<file path="src/rtl/light_seq_pkg.sv">
// Shared FSM encoding for the light sequencer.
package light_seq_pkg;

  localparam int STATE_W = 2;

  localparam logic [STATE_W-1:0] MANUAL = 2'd0;
  localparam logic [STATE_W-1:0] WHITE  = 2'd1;
  localparam logic [STATE_W-1:0] COLOUR = 2'd2;
  localparam logic [STATE_W-1:0] STEP   = 2'd3;

endpackage

</file>
<file path="src/rtl/rise_detect.sv">
// Rising-edge detector: registers the input and flags a 0->1 transition.
module rise_detect (
  input  logic clk,
  input  logic rst,
  input  logic d,
  output logic pulse
);

  logic d_q;

  always_ff @(posedge clk or negedge rst) begin
    if (!rst) d_q <= 1'b0;
    else      d_q <= d;
  end

  assign pulse = d & ~d_q;

endmodule

</file>
<file path="src/rtl/light_sequencer.sv">
// Drives the RGB/white selector's sel/button from either manual requests or a
// timed auto show: a white dwell followed by a round of STEPS colour steps.
module light_sequencer
  import light_seq_pkg::*;
#(
  parameter int DWELL_W = 16,
  parameter int STEPS   = 6
) (
  input  logic               clk,
  input  logic               rst,
  input  logic               auto_en,
  input  logic               man_sel,
  input  logic               man_button,
  input  logic [DWELL_W-1:0] dwell,
  output logic               sel,
  output logic               button,
  output logic [1:0]         state,
  output logic [2:0]         step_cnt
);

  logic [STATE_W-1:0] state_q, state_d;
  logic [DWELL_W-1:0] timer_q, timer_d;
  logic [2:0]         step_q, step_d;
  logic               sel_q, sel_d;
  logic               btn_q, btn_d;
  logic               man_rise;
  logic [DWELL_W-1:0] reload;
  logic [3:0]         step_inc;

  rise_detect u_rise (
    .clk   (clk),
    .rst   (rst),
    .d     (man_button),
    .pulse (man_rise)
  );

  // A zero dwell behaves as a one-cycle period.
  assign reload   = (dwell == '0) ? '0 : dwell - DWELL_W'(1);
  assign step_inc = {1'b0, step_q} + 4'd1;

  always_comb begin
    state_d = state_q;
    timer_d = timer_q;
    step_d  = step_q;
    sel_d   = sel_q;
    btn_d   = 1'b0;
    if (state_q != MANUAL && !auto_en) begin
      state_d = MANUAL;
      timer_d = '0;
      step_d  = '0;
      sel_d   = man_sel;
    end else begin
      case (state_q)
        MANUAL: begin
          sel_d = man_sel;
          btn_d = man_rise;
          if (auto_en) begin
            state_d = WHITE;
            timer_d = reload;
            step_d  = '0;
            sel_d   = 1'b0;
            btn_d   = 1'b0;
          end
        end
        WHITE: begin
          sel_d = 1'b0;
          if (timer_q == '0) begin
            state_d = COLOUR;
            timer_d = reload;
            sel_d   = 1'b1;
          end else begin
            timer_d = timer_q - DWELL_W'(1);
          end
        end
        COLOUR: begin
          sel_d = 1'b1;
          // Expiry and a manual request in the same cycle collapse into one step.
          if (timer_q == '0 || man_rise) begin
            state_d = STEP;
            btn_d   = 1'b1;
          end else begin
            timer_d = timer_q - DWELL_W'(1);
          end
        end
        default: begin
          timer_d = reload;
          if (step_inc == 4'(STEPS)) begin
            state_d = WHITE;
            step_d  = '0;
            sel_d   = 1'b0;
          end else begin
            state_d = COLOUR;
            step_d  = step_inc[2:0];
            sel_d   = 1'b1;
          end
        end
      endcase
    end
  end

  always_ff @(posedge clk or negedge rst) begin
    if (!rst) begin
      state_q <= MANUAL;
      timer_q <= '0;
      step_q  <= '0;
      sel_q   <= 1'b0;
      btn_q   <= 1'b0;
    end else begin
      state_q <= state_d;
      timer_q <= timer_d;
      step_q  <= step_d;
      sel_q   <= sel_d;
      btn_q   <= btn_d;
    end
  end

  assign sel      = sel_q;
  assign button   = btn_q;
  assign state    = state_q;
  assign step_cnt = step_q;

endmodule

</file>
<file path="config.mk">
export PLATFORM = sky130hd
export DESIGN_NAME = light_sequencer
export DESIGN_NICKNAME = d
export VERILOG_FILES = /design/src/rtl/light_seq_pkg.sv /design/src/rtl/rise_detect.sv /design/src/rtl/light_sequencer.sv
export SDC_FILE = /design/constraint.sdc
export NUM_CORES = 1
export LEC_CHECK = 0
export CORE_ASPECT_RATIO = 0.9
export CORE_MARGIN = 2
export CORE_UTILIZATION = 40
export DETAILED_ROUTE_END_ITERATION = 8
export GPL_ROUTABILITY_DRIVEN = 0
export GPL_TIMING_DRIVEN = 0
export PLACE_DENSITY = 0.57
export SLEW_MARGIN = 25
export SYNTH_ARGS = -nofsm -noshare
export SYNTH_HDL_FRONTEND = slang
export SYNTH_SLANG_ARGS = --single-unit
</file>
<file path="constraint.sdc">
create_clock -name clk -period 2.95 [get_ports clk]
set_input_delay 0.4425 -clock clk [delete_from_list [all_inputs] [get_ports clk]]
set_output_delay 0.4425 -clock clk [all_outputs]
set_load 0.01 [all_outputs]
</file>
Yosys cells after proc, flatten, opt, wreduce, memory -nomap -nowiden
Cells that the tools add are included.

storage, ports and cells
  register bits = 24
  bits in latches = 0
  bits in writable memories = 0
  memory bits (read-only) = 0
  bits of input ports = 21
  output and inout bits = 7
  word-level logic and storage cells = 55
  memories kept = 0

cells by class
  add/subtract/negate cells = 3
  multipliers = 0
  div/mod/pow operators = 0
  $lt $le $gt $ge = 0
  eq/ne operators = 8
  shift operators = 0
  multiplexer cells = 25
  bitwise logic cells = 2
  reductions and logical operators = 11

operators with widths
  operator                 number
  $mux W16                 5
  $pmux W16 S3             1
  $logic_not A16 Y1        2
  $sub A16 B1 Y16 const B  2
  $ne A3 B3 Y1 const B     4
  $mux W2                  5
  $mux W3                  3
  $mux W1                  7
  $pmux W2 S3              1
  $pmux W3 S2              1
  $add A3 B1 Y4 const B    1
  $eq A4 B3 Y1 const B     1
  $reduce_and A2 Y1        2
  $pmux W1 S3              1
  $reduce_and A3 Y1        1
  $eq A2 B1 Y1 const B     1
  $eq A2 B2 Y1 const B     1
  $logic_not A2 Y1         1
  $ne A2 B1 Y1 const B     1
  $pmux W1 S2              1
  $reduce_bool A2 Y1       1
  $reduce_or A2 Y1         1
  $and A1 B1 Y1            1
  $logic_and A1 B1 Y1      1
  other kinds (3)          3

Logic depth before layout (Yosys ltp)
Gate-level depths: netlist (run 1).

  word-level depth = 6
  gate-level depth with buffers = 9
  depth with buffers taken out = 7

Cells and area by module
A second synthesis (run 1) with hierarchy kept.

unflattened totals
  cell total of the unflattened synthesis = 227
  area, all modules = 1,926.8 um2

by module, submodules not included
  module           instances  cells each  area each (um2)
  light_sequencer  1          225         1,888.1
  rise_detect      1          2           38.8

Least setup slack after synthesis (run 1)
OpenSTA, ideal clock, no wires.

  path type = input to register
  start point = in dwell[0]
  end point = reg timer_q[14]
  setup time = 0.126 ns
  data arrival time = 2.060 ns
  required time = 2.824 ns
  path slack = 0.764 ns
  stages on the path = 7
  buffers on the path = 0
  cell sequence = inv_1 > ha_1 > nor4b_4 > nand3_2 > or4_4 > and3_4 > a221o_1

between the ends
  word-level cells in the longest chain between the ends = 5
  elaborated cells on any way between the ends = 7
  those cells by class = add/sub (1); mux (5); reduce/logical (1)

RTL lines
  what                                                  RTL line                                      RTL
  start: declaration                                    light_sequencer.sv:14                         input logic [DWELL_W-1:0] dwell,
  $sub A16 B1 Y16 or $logic_not A16 Y1 (tied branches)  light_sequencer.sv:38                         assign reload = (dwell == '0) ? '0 : dwell - DWELL_W'(1);
  $mux W16 (*)                                          light_sequencer.sv:38
  $mux W16 (on tied branches)                           light_sequencer.sv:67, light_sequencer.sv:57
  $pmux W16 S3 (*)                                      light_sequencer.sv:53                         case (state_q)
  $mux W16 (*)                                          light_sequencer.sv:47                         if (state_q != MANUAL && !auto_en) begin
  end signal: assignment                                light_sequencer.sv:110                        timer_q <= timer_d;
  end: declaration                                      light_sequencer.sv:22                         logic [DWELL_W-1:0] timer_q, timer_d;

Mark *: on every way between the ends. The rest lies on a longest branch, timed or not. The select of a mux whose other input is x is not followed.
A chain may end at the register's enable or synchronous reset.

Final worst setup path (run 1)
  start point = in dwell[0]
  end point = reg timer_q[2]

Same word-level chain as after synthesis.

==> impl_metrics.toml, run 1 <==
[logic_synthesis]
synth_fp_nets = 275
synth-edff-count = 0
async_reset_ff_share_pct = 100
ys_warn_count = 0
syn_avg_cell_area_um2 = 8.21
ys_types = 53
netlist_area_um2 = 2010
yosysSeqAreaShare_pct = 29.9
postSynthCellCount = 245
synth_flop_cell = "dfrtp_1"
synth_seq_cells = 24

[clock_tree]
cts_tree = "done"
htree_levels = 1
clock_latency_ns = 0.29
post-cts-setup-buffer-count = 0
clkTransAtPathRegs_ns = 0.10
ctsHoldBuffers = 0
clockRootBuffer = "clkbuf_8"
cts_resized = 0
ctsLongestPathBuffers = 2
clock_sink_count = 24
cts_inserted_buffers = 3

[hold_path]
hp-class = "input port to async pin"

[routing]
drtPass1Iterations = 4
drc = 0
viasPerCell = 5.60
routed_wl_um = 5340
initialDrtViolationCount = 111
vias = 1904
ant_nets = 0
wire_per_inst_um = 15.7

[grt]
antenna_found_initial = 0
grt_pass1_wl_um = 9300
grt_overflow = 0
grt_use_total_pct = 21.0
grt_max_degree = 25
grt_pass1_vias = 1840

[setup_path]
path_buf_inv = 3
cp.required_ns = 3.10
critPathSlowestCell = "or4_4"
cp_slowest_stage_delay_ns = 0.52
cp_max_fo = 10
crit_family = "simple AND/OR/NAND/NOR gates"
path_cells = "clkdlybuf4s50_1, inv_1, ha_1, nor4b_4, nand3_2, or4_4, buf_2, a32oi_1, a21oi_1"
path_class = "input port to register"
crit_path_end_kind = "register"
start_kind = "input port"
arrival_ns = 2.70

[status]
status = "finished clean"

[layout]
num-fill-cells = 473
fin_nets = 306
drive_gt1_share_pct = 8.36
area.sequential_um2 = 601
utilization_pct = 50.1
multiInputGateArea_um2 = 1330
syn2layout_area_growth_pct = 20.3
n_antenna_cell = 0

[power_and_ir_drop]
cellLeakagePower_nw = 0.926
peakVddDrop_v = 0.000318
power_per_cell_area_nw_per_um2 = 802

[sta]
worst_slew_pin_slew_ns = 0.690
relSlewSlack_pct = 53.7
slew_violations = 0
setup_viol = 0
skew_ns = 0.00763
fin_crit_sh_pct = 86.5
rsz0062_at_grt = "no"
hold_viol_final = 0
fmax_mhz = 392
setup_tns_ns = 0
fin_crit_ns = 2.55

[floorplan]
rows = 24
ioPinCount = 28
die_width_um = 78.8
coreArea_um2 = 4830
die_area_um2 = 5610
start_util_pct = 41.6
die_y_um = 71.3

[place]
hpwl_um = 4020
port-buffer-count = 26

[run]
cap_violations = 0
-- routing by layer --
metal	global-route usage, %	wire length [um]
met5	0	0
met4	4.68	44
met3	2.90	227
met2	30.0	2250
met1	33.5	2820
-- state kept, by name (all words and copies together), names as in the netlist --
name / cells
state: 2
u_rise.d_q: 1
button: 1
sel: 1
step_cnt: 3
timer_q: 16
-- report_power, final --
| part | switching [mW] | internal, mW | total (mW) | leakage, nW |
|---|---|---|---|---|
| Combinational | 0.569 | 0.434 | 1.00 | 0.588 |
| Sequential | 0.175 | 0.454 | 0.629 | 0.302 |
| Clock | 0.126 | 0.182 | 0.308 | 0.0357 |
-- final cells by class --
type / instances / share of cell area, %
sequential: 24 / 24.8
multi-input combinational: 199 / 54.8
clock inverter: 1 / 1.24
timing repair buffer: 26 / 10.5
inverter: 13 / 2.02
buffer: 9 / 1.55
tap: 65 / 3.36
clock buffer: 3 / 1.71
-- metrics by stage --
step	setup WS (ns)	instance area [um2]	cells	hold WS, ns	total power, mW
after global placement	0.0703	2350	336	0.546	1.62
after floorplan	0.764	2010	245	0.147	1.30
after global routing	0.128	2420	340	0.185	2.11
after CTS	0.366	2420	340	0.169	1.94
after detailed placement	0.0775	2350	336	0.480	1.63
final	0.398	2420	340	0.148	1.94
-- worst paths after layout --
kind / from / end / slack, ns / cells past startpoint
setup / recovery: dwell[0] / timer_q[2] / 0.40 / 9
max in group asynchronous: rst / timer_q[2] / 2.41 / 1
hold reg to reg: timer_q[15] / timer_q[15] / 0.57 / 1
min in group clk: auto_en / step_cnt[2] / 0.49 / 2
setup reg to reg: state[0] / timer_q[12] / 0.45 / 9
hold / removal: rst / sel / 0.15 / 1
-- cells in the final DEF (no fill, tap or decap), types with 4 or more instances in the layout --
cell and count:
a21oi_1 27, clkdlybuf4s50_1 25, dfrtp_1 24, nor2_1 19, nand2_1 18, inv_1 13, nand3_1 12, xnor2_1 11
o21ai_0 10, ha_1 9, nor3_1 8, xor2_1 8, nand4_1 7, clkbuf_1 5, or2_2 5, buf_2 4
or4_1 4, a32oi_1 4
-- cell families (layout without fill, tap and decap cells) --
group,count (synthesis),in the layout,synth area share (%)
and+or+nand+nor,98,98,27.9
AOI/OAI and AO/OA,72,72,23.6
DFF,24,24,29.9
buffers and inverters,22,52,4.29
xor gates and xnor gates,19,19,8.27
adders and majority gates,9,9,5.60
muxes,1,1,0.498
-- cells in the mapped netlist, drive strengths merged, types with 3 or more instances --
library cell | number | share of area, %
a21oi | 27 | 6.7
dfrtp | 24 | 30
nor2 | 19 | 3.5
nand2 | 18 | 3.4
inv | 13 | 2.4
nand3 | 13 | 3.5
o21ai | 12 | 3.0
nor3 | 11 | 3.8
xnor2 | 11 | 4.8
ha | 9 | 5.6
nand4 | 8 | 2.8
xor2 | 8 | 3.5
clkbuf | 5 | 0.93
or2 | 5 | 1.6
or4 | 5 | 2.1
a32oi | 4 | 1.7
buf | 4 | 0.93
a221o | 3 | 1.5
nor2b | 3 | 0.93
nor4 | 3 | 0.93
o21a | 3 | 1.1
o31ai | 3 | 1.1
or3 | 3 | 0.93
-- worst register-to-register path: cells and delay by family (launching register included) --
family	cells	cell delay (ns)
buffers and inverters	4	1.12
AO/OA/AOI/OAI	2	0.41
flip-flops	1	0.42
AND/OR/NAND/NOR	2	0.32
adder cells (fa/ha/maj)	1	0.19
Note: power is estimated with default switching activity, not from simulation.
==> run 2, diff against run 1 <==
--- a/config.mk
+++ b/config.mk
@@ -5,13 +5,14 @@
 export SDC_FILE = /design/constraint.sdc
 export NUM_CORES = 1
 export LEC_CHECK = 0
+export ABC_CLOCK_PERIOD_IN_PS = 2100
 export CORE_ASPECT_RATIO = 0.9
 export CORE_MARGIN = 2
 export CORE_UTILIZATION = 40
 export DETAILED_ROUTE_END_ITERATION = 8
 export GPL_ROUTABILITY_DRIVEN = 0
 export GPL_TIMING_DRIVEN = 0
-export PLACE_DENSITY = 0.57
+export PLACE_DENSITY = 0.6
 export SLEW_MARGIN = 25
 export SYNTH_ARGS = -nofsm -noshare
 export SYNTH_HDL_FRONTEND = slang
==> constraint.sdc (replaced) <==
create_clock -name clk -period 2.1 [get_ports clk]
set_input_delay 0.315 -clock clk [delete_from_list [all_inputs] [get_ports clk]]
set_output_delay 0.315 -clock clk [all_outputs]
set_load 0.01 [all_outputs]
==> impl_metrics.toml, run 2 (synthesis results as in run 1) <==
[sta]
fin_crit_ns = 2.01
fmax_mhz = 498
fin_crit_sh_pct = 95.7
setup_viol = 0
hold_viol_final = 0
rsz0062_at_grt = "yes"
setup_tns_ns = 0
relSlewSlack_pct = 55.5
skew_ns = 0.00898
slew_violations = 0
worst_slew_pin_slew_ns = 0.664

[power_and_ir_drop]
combPwrFrac_pct = 56.7
power_per_cell_area_nw_per_um2 = 1090
power.share.clock_pct = 11.5
internal-power_mw = 1.55
cellLeakagePower_nw = 1.07
peakVddDrop_v = 0.000412
switching_share_pct = 45.9
netSwitchingPower_mw = 1.31
p_seq_share_pct = 31.7

[grt]
grt_pass1_wl_um = 8940
antenna_found_initial = 0
grt_use_total_pct = 19.8
grt_pass1_vias = 1781
grt_max_degree = 25
grt_overflow = 0

[layout]
final_common_cell = "a21oi_1"
final_area_um2 = 2620
n_antenna_cell = 0
fin_nets = 318
largest-register = "timer_q"
drive_gt1_share_pct = 19.9
syn2layout_area_growth_pct = 30.3
final_cell_mix = "a21oi_1, dfrtp_1, nor2_1, nand2_1"
largest_register_ffs = 16

[clock_tree]
ctsHoldBuffers = 0
htree_levels = 1
clock_latency_ns = 0.27
clkTransAtPathRegs_ns = 0.10
clockRootBuffer = "clkbuf_8"
clock_sink_count = 24
ctsLongestPathBuffers = 2
cts_inserted_buffers = 3
cts_tree = "done"

[setup_path]
reg2reg_depth = 6
rr_startpoint = "timer_q[13]"
crit_path_end_kind = "register"
rrSetupSlack_ns = 0.09
cp.required_ns = 2.27
cp-startpoint = "timer_q[13]"
worstSetupEndpoint = "timer_q[14]"
r2r-end = "timer_q[14]"
start_kind = "register"
path_class = "register to register"
arrival_ns = 2.18
cp_max_fo = 10

[routing]
viasPerCell = 5.65
routed_wl_um = 5410
wire_per_inst_um = 15.4
drc = 0
vias = 1989
ant_nets = 0
initialDrtViolationCount = 155
drtPass1Iterations = 4

[floorplan]
die_y_um = 71.3
die_width_um = 78.8
start_util_pct = 41.6
die_area_um2 = 5610
ioPinCount = 28
coreArea_um2 = 4830
rows = 24

[run]
cap_violations = 0

[place]
hpwl_um = 3870
port-buffer-count = 26
place_area_um2 = 2350

[hold_path]
hp-class = "input port to async pin"

[status]
status = "finished clean"
[run 2: changes by cell type in the layout (fill, tap and decap cells not counted), moves of 4 or more]
cell,delta
dlygate4sd2_1,+6
buf_4,+15
clkdlybuf4s50_1,-10
clkbuf_1,-5
dlymetal6s2s_1,+4
[run 2: critical path: stages, from the launching register on]
cell,delay [ns]
dfrtp_1,0.45
nor3_2,0.31
nand4_4,0.23
buf_4,0.21
o21ai_4,0.24
o22ai_1,0.13
a221o_1,0.35
[run 2: repair_timing]
item                       in CTS  in global routing
setup endpoints to repair      16                 17
buffers inserted                3                 10
resized for setup              28                 16
pin swaps                       3                  9
[run 2: metal layers]
metal	track usage [%]	up-vias	wire length, um
met3	1.51	5	267
met1	30.6	929	2770
met5	0	-	0
met2	30.5	62	2330
met4	4.29	0	44
li1	-	993	-
[run 2: worst min path at each step]
stage	end	slack (ns)	depth (start not counted)
2_1_floorplan	button	0.02	0
3_3_place_gp	timer_q[15]	0.57	1
3_5_place_dp	u_rise.d_q	0.35	1
4_1_cts	u_rise.d_q	0.05	1
5_1_grt	step_cnt[1]	0.07	1
6_report	sel	0.02	1
[run 2: power by group through the flow]
stage | logic, mW | clock network (mW) | registers, mW
floorplan | 0.986 | 0 | 0.846
global placement | 1.38 | 0 | 0.883
detailed placement | 1.38 | 0 | 0.886
CTS | 1.48 | 0.333 | 0.893
global route | 1.80 | 0.349 | 0.939
finish | 1.62 | 0.330 | 0.908
[run 2: stage by stage]
| stage | setup WS [ns] | total power [mW] | util, % | hold WS [ns] | cells |
|---|---|---|---|---|---|
| finish | 0.0908 | 2.86 | 54.2 | 0.0219 | 352 |
| global route | -0.00954 | 3.09 | 54.2 | 0.0710 | 352 |
| CTS | 0.000818 | 2.71 | 51.8 | 0.0543 | 342 |
| detailed placement | -0.641 | 2.26 | 48.6 | 0.350 | 336 |
| global placement | -0.658 | 2.27 | 48.7 | 0.575 | 336 |
| floorplan | 0.0419 | 1.83 | - | 0.0194 | 245 |
[run 2: area by class of cell]
cell class | instances | area, um2
sequential | 24 | 603
buffer | 8 | 48.8
inverter | 13 | 48.8
timing repair buffer | 39 | 355
fill | 460 | 2210
clock buffer | 4 | 55.1
tap | 65 | 81.3
multi-input combinational | 199 | 1430
